`config.mk`:
```
export PLATFORM = sky130hd
export DESIGN_NAME = alu_issue_ctrl
export DESIGN_NICKNAME = d
export VERILOG_FILES = /design/src/rtl/alu_issue_ctrl.sv
export SDC_FILE = /design/constraint.sdc
export NUM_CORES = 1
export LEC_CHECK = 0
export CELL_PAD_IN_SITES_DETAIL_PLACEMENT = 0
export CELL_PAD_IN_SITES_GLOBAL_PLACEMENT = 2
export CORE_UTILIZATION = 23
export DETAILED_ROUTE_END_ITERATION = 10
export PLACE_DENSITY_LB_ADDON = 0.1
export SLEW_MARGIN = 30
export SYNTH_ARGS = -nofsm -noshare
export SYNTH_HDL_FRONTEND = slang
export SYNTH_SLANG_ARGS = --single-unit
```
`constraint.sdc`:
```
create_clock -name clk -period 2.5 [get_ports clk]
set_input_delay 0.5 -clock clk [delete_from_list [all_inputs] [get_ports clk]]
set_output_delay 0.5 -clock clk [all_outputs]
set_load 0.03 [all_outputs]
```
`src/rtl/alu_issue_ctrl.sv`:
```
// Execute-stage sequencer in front of the ALU: issues one op at a time, waits out the
// multi-cycle divider, and hands the result to register-file writeback via valid/ready.
module alu_issue_ctrl #(
   parameter int unsigned RD_W   = 3,
   parameter int unsigned CNT_W  = 16,
   parameter logic [3:0]  OP_DIV = 4'd3,
   parameter logic [3:0]  OP_MOD = 4'd4
) (
   input  logic             clk,
   input  logic             reset,
   input  logic             in_valid,
   output logic             in_ready,
   input  logic [3:0]       in_op,
   input  logic [RD_W-1:0]  in_rd,
   input  logic [15:0]      in_ra,
   input  logic [15:0]      in_rb,
   output logic             alu_enable,
   output logic [3:0]       alu_op,
   output logic [15:0]      alu_ra,
   output logic [15:0]      alu_rb,
   input  logic [15:0]      alu_out,
   input  logic             alu_busy,
   output logic             wb_valid,
   input  logic             wb_ready,
   output logic [RD_W-1:0]  wb_rd,
   output logic [15:0]      wb_data,
   output logic [2:0]       flags,
   output logic [CNT_W-1:0] div_stall_cnt
);

   localparam logic [3:0] OP_XXX = 4'd14;
   localparam logic [3:0] OP_CMP = 4'd15;

   typedef enum logic [2:0] {StIdle, StIssue, StResult, StDivWait, StWb} state_e;

   state_e           state_q, state_d;
   logic [3:0]       op_q;
   logic [RD_W-1:0]  rd_q;
   logic [15:0]      ra_q, rb_q;
   logic [15:0]      wb_data_q;
   logic [2:0]       flags_q;
   logic [CNT_W-1:0] cnt_q;
   logic             seen_busy_q;
   logic             op_is_div;
   logic             div_done;

   assign op_is_div = (op_q == OP_DIV) || (op_q == OP_MOD);
   // Busy must have been observed first so a late-starting divider is not mistaken for done.
   assign div_done  = seen_busy_q && !alu_busy;

   always_comb begin
      state_d    = state_q;
      in_ready   = 1'b0;
      alu_enable = 1'b0;
      alu_op     = OP_XXX;
      wb_valid   = 1'b0;
      case (state_q)
         StIdle: begin
            in_ready = 1'b1;
            if (in_valid) state_d = StIssue;
         end
         StIssue: begin
            alu_op = op_q;
            if (op_q == OP_XXX) begin
               state_d = StIdle;
            end else if (op_is_div) begin
               state_d = StDivWait;
            end else begin
               alu_enable = 1'b1;
               state_d    = StResult;
            end
         end
         StResult: state_d = StWb;
         StDivWait: begin
            // Holding the div op keeps the divider's result on alu_out until capture.
            alu_op = op_q;
            if (div_done) state_d = StWb;
         end
         StWb: begin
            wb_valid = 1'b1;
            if (wb_ready) state_d = StIdle;
         end
         default: state_d = StIdle;
      endcase
   end

   always_ff @(posedge clk) begin
      if (reset) begin
         state_q     <= StIdle;
         op_q        <= '0;
         rd_q        <= '0;
         ra_q        <= '0;
         rb_q        <= '0;
         wb_data_q   <= '0;
         flags_q     <= '0;
         cnt_q       <= '0;
         seen_busy_q <= 1'b0;
      end else begin
         state_q <= state_d;
         if (state_q == StIdle && in_valid) begin
            op_q <= in_op;
            rd_q <= in_rd;
            ra_q <= in_ra;
            rb_q <= in_rb;
         end
         if (state_q == StIssue) seen_busy_q <= 1'b0;
         if (state_q == StResult) begin
            wb_data_q <= alu_out;
            if (op_q == OP_CMP) flags_q <= alu_out[2:0];
         end
         if (state_q == StDivWait) begin
            if (alu_busy) seen_busy_q <= 1'b1;
            if (div_done) wb_data_q <= alu_out;
            if (cnt_q != '1) cnt_q <= cnt_q + 1'b1;
         end
      end
   end

   assign alu_ra        = ra_q;
   assign alu_rb        = rb_q;
   assign wb_rd         = rd_q;
   assign wb_data       = wb_data_q;
   assign flags         = flags_q;
   assign div_stall_cnt = cnt_q;

endmodule

```
# After elaboration in Yosys (flattened, before gate mapping)
# Cells that the tools add are included.
# totals
register_bits	78
input_bits	60
out_inout_bits	77
word_cells	49
# op_classes
addsub	1
n_eq_ne	12
muxes	18
reduce_logical	9
# op_table
cell	count
2-to-1 mux 16 bit	3
adder 16 x 1 -> 16 bit, second input constant	1
!= test 16 bit, second input constant	1
one-hot mux 3 bit (5 select lines)	1
2-to-1 mux 1 bit	9
2-to-1 mux 3 bit	3
== test 4 bit, second input constant	2
== test 3 x 2 -> 1 bit, second input constant	2
!= test 2 bit, second input constant	3
== test 4 x 2 -> 1 bit, second input constant	1
== test 4 x 3 -> 1 bit, second input constant	1
2-to-1 mux 4 bit	1
AND reduction 2 bit	2
== test 3 x 1 -> 1 bit, second input constant	1
== test 3 bit, second input constant	1
logical NOT 3 bit	1
AND reduction 3 bit	1
logical AND 1 bit	2
2-to-1 mux 2 bit	1
OR reduction 2 bit	1
logical NOT 1 bit	1
logical OR 1 bit	1

# Logic depth before layout (Yosys ltp)
# depth
ltp_word	5
ltp_mapped	7
mapped_depth_nobuf	5

# Least setup slack after synthesis
# No wires, ideal clock.
# synth_timing
path_kind	register to register
start	register cnt_q[0] (netlist: div_stall_cnt[0])
end	register cnt_q[14] (netlist: div_stall_cnt[14])
setup_ns	0.071
arrival_ns	2.094
required_ns	2.429
setup_slack_ns	0.336
stages_incl_launch_ff	7
path_buffers	1
synth_period_minus_slack_ns	2.164
path_cell_list	dfxtp_1 > ha_1 > nand4b_1 > or3_1 > buf_2 > or4_1 > a21oi_1
# synth_between
elab_chain_len	2
word_cells_on_any_way	3
cone_classes	1 x add/sub; 1 x eq/ne; 1 x reduce/logical
# synth_lines
element	line_no	source
start: declaration	42	logic [CNT_W-1:0] cnt_q;
start signal: assignment	114	if (cnt_q != '1) cnt_q <= cnt_q + 1'b1;
branches (longest 2 deep; another with adder 16 x 1 -> 16 bit)	--	
# Several ways; the timed one is not identified.
# A chain may end at the register's enable or synchronous reset.

# Final worst setup path
# layout_timing
start	register state_q[0]
end	output alu_op[0]
# layout_between
elab_chain_len	3
word_cells_on_any_way	4
cone_classes	2 x eq/ne; 1 x mux; 1 x reduce/logical
# layout_lines
element	line_no	source
start: declaration	36	state_e state_q, state_d;
start signal: assignment	89	state_q <= StIdle;
start signal: assignment	99	state_q <= state_d;
== test 3 x 1 -> 1 bit or == test 3 x 2 -> 1 bit (tied branches)	57	case (state_q)
OR reduction 2 bit (no line) (*)	--	
2-to-1 mux 4 bit (*)	57	
end: declaration	18	output logic [3:0] alu_op,
# Every way passes the cells marked *; elsewhere a longest branch is shown, timed or not.

==> results.md <==
* Mapped cell area at 3123 µm²
* Syn Inst Count at approximately 370
* First-pass GRT wire length at approximately 16 mm
* Worst r2r path cells at 5
* Die height at approximately 120 µm
* ANT nets after route at 0
* Starting density of the core at a little under a quarter
* Max-cap violations at 0
* EDFF count, synth at 0
* Top post-synthesis cells by area: dfxtp_1, nand2_1, a21oi_1
* Power Total at 3.351 mW
* Class of the worst hold path: reg -> reg
* Synth-to-Final Area Change at 61.22%
* Inserted Clock Buffers at 9
* Commonest cells in the synthesized netlist: nand2_1, dfxtp_1, a21oi_1
* Reg2Reg Setup Slack at a little over 0.5 ns
* Reg2reg end: div_stall_cnt[14]
* Fin crit period at ~2.4 ns
* Row cnt at 42
* GR Overflow Total at 0
* GPL Wtd Cong at about 0.7
* Pin count of the biggest net entering global routing at 34
* N_diodes at 0
* DR vias at around 3000
* Top cell type's share of synthesized area at between 50% and 60%
* Final WS setup at approximately 0.12 ns
* DP Area at 4700 µm²
* Post-CTS sizing at 0
* Max incr delay on CP at slightly below 0.7 ns
* Total GRT Usage at roughly 14%
* Bufs on Longest Clock Path at 2
* Sequential fraction of the synthesis area at between 50% and 60%
* Core Box Area at ~13000 µm²
* Mapped Nets at between 400 and 500
* Hold Path Origin: alu_rb[2]
* Measured slew at the worst slew-check pin at 0.6366 ns
* Max Clock Freq at between 0.4 and 0.5 GHz
* Die width at ~120 µm
* Clk sink count at ~80
* Synth cell types at 45
* Worst setup path end: alu_op[0]
* Final WL at around 9.4 mm
* Peak supply drop at between 0.2 and 0.3 mV
* Layout cells sized above 1 at 7.662%
* Fin crit share at ~95%
* Setup TNS at 0 ns
* Clk Tree Root Cell: clkbuf_16
* Critical R2R Launch: div_stall_cnt[0]
* Synth area leader: dfxtp_1
* Slew Limit Headroom at a little under three fifths
* Worst path arrival time at 1.88 ns
* # IOs at between 100 and 150
* CTS tree: built
* Number of DRC markers in iteration 0 at 160
* CP startpoint: state_q[0]
* Avg Cell Area, Syn at 8.510 µm²
* Fin area at approximately 5000 µm²
* Cell Chain, Critical Path: nor2b_1 -> and2_1 -> clkdlybuf4s50_1
* RSZ-0062 raised after global routing: no
* Antenna violations before repair at 0
* Die ar. at about 14000 µm²
* TritonRoute pass-1 iters at 4
* Reg clk slew, reported paths at 0.06 ns
* CP max FO at 9
* Asr flop ratio synth at 0%
* Routed WL per cell at between 10 and 15 µm
* Vias in the first global route at 2994
* Finish-stage setup viols at 0
* Final Hold Viols at 0
* Final hold slack at roughly 0.45 ns
* DR DRC count at 0
* P per Cell Area at about 670 nW/µm²
* Slowest cell on crit path: clkdlybuf4s50_1
* Worst EP required at approximately 2.0 ns
* Dpl hpwl at 6.597 mm
* CP startpoint kind: flip-flop
* Synthesis-stage register bit count at a little under 80
* Dominant synthesized flop cell: dfxtp_1
* Static Leak at 1.780 nW
* Clk_lat worst skew at 0.34 ns
* Pre-CTS WS at 0.4311 ns
* Clk_skew at approximately 0.0043 ns
* Port Buf Inserts at between 100 and 150
* Outcome: finished clean
* Hold buffer count at cts at 0
* Via-to-Cell Ratio at 4.381
* Worst Setup Path Type: reg -> out
* Max-slew violation count at 0
* Fin nets at ~570
* Warnings from Yosys at 0
* Count leader, synth: nand2_1
* Crit end category: output port
* Setup bufs post-CTS at 0
* # H-tree levels at 3
## layout make-up
cell class | count | area (µm²)
fill | 1402 | 8208
sequential | 78 | 1562
multi-input combinational | 265 | 1458
timing repair buffer | 147 | 1449
clock buffer | 13 | 270.3
tap | 176 | 220.2
clock inverter | 3 | 65.06
inverter | 3 | 11.26
## flip-flops by register name (all words and copies together), names as in the netlist
signal and cells:
flags 3, div_stall_cnt 16, alu_ra 16, wb_rd 3, op_q 4, wb_data 16
seen_busy_q 1, alu_rb 16, state_q 3
## cell usage in the layout, fill, tap and decap left out, types with 2 or more instances in the layout
| cell | n |
|---|---|
| dfxtp_1 | 78 |
| nand3b_1 | 2 |
| clkbuf_8 | 3 |
| nor2_1 | 31 |
| mux2_2 | 4 |
| nor3_1 | 5 |
| buf_4 | 11 |
| nor4_1 | 3 |
| and2_1 | 2 |
| nor2b_1 | 5 |
| o21ai_0 | 3 |
| inv_1 | 3 |
| nor3b_1 | 2 |
| or3_1 | 4 |
| clkbuf_16 | 9 |
| nand2b_1 | 7 |
| nand3_1 | 6 |
| bufinv_16 | 2 |
| a21oi_1 | 51 |
| clkdlybuf4s50_1 | 134 |
| nand2_1 | 86 |
| nand4_1 | 3 |
| o31ai_1 | 4 |
| a211oi_1 | 4 |
| o41ai_1 | 2 |
| a31oi_1 | 2 |
| mux2i_1 | 20 |
| or4_1 | 2 |
## power by group
group,switching [mW],internal [mW],leakage [nW]
clock,0.514,0.955,0.166
combinational,0.289,0.252,0.979
sequential,0.0374,1.30,0.635
## how the worst min path moves through the flow
stage               cells after the start         end
floorplan                               2     op_q[3]
global placement                        2  alu_rb[12]
detailed placement                      2   alu_ra[2]
CTS                                     2   alu_ra[2]
global route                            2   alu_rb[6]
finish                                  2   alu_rb[2]
## critical path: cells and delay by family, from the launching register on
family,cells,cell delay [ns]
buf+inv,1,0.68
flops,1,0.48
simple gates,2,0.38
## per-layer routing
layer,global-route usage (%),part of all wire (%),vias up
met5,0,0,-
met4,6.408,2.0,0
met3,5.550,8.3,14
met2,21.31,44,96
met1,17.76,46,1350
li1,-,-,1541
## stage by stage
step	util, %	std cells
after CTS	38.02	685
after global placement	35.49	669
after global routing	38.02	685
after detailed placement	35.49	669
final	38.02	685
after floorplan	-	367
## cell families after synthesis
group / after synthesis / synth area share, %
fa+ha+maj: 1 / 0.4006
mux: 24 / 7.852
compound gates: 70 / 12.66
buf+inv: 24 / 3.325
simple gates: 170 / 25.76
flops: 78 / 50.00
No activity file was read; power rests on OpenSTA's default activity.
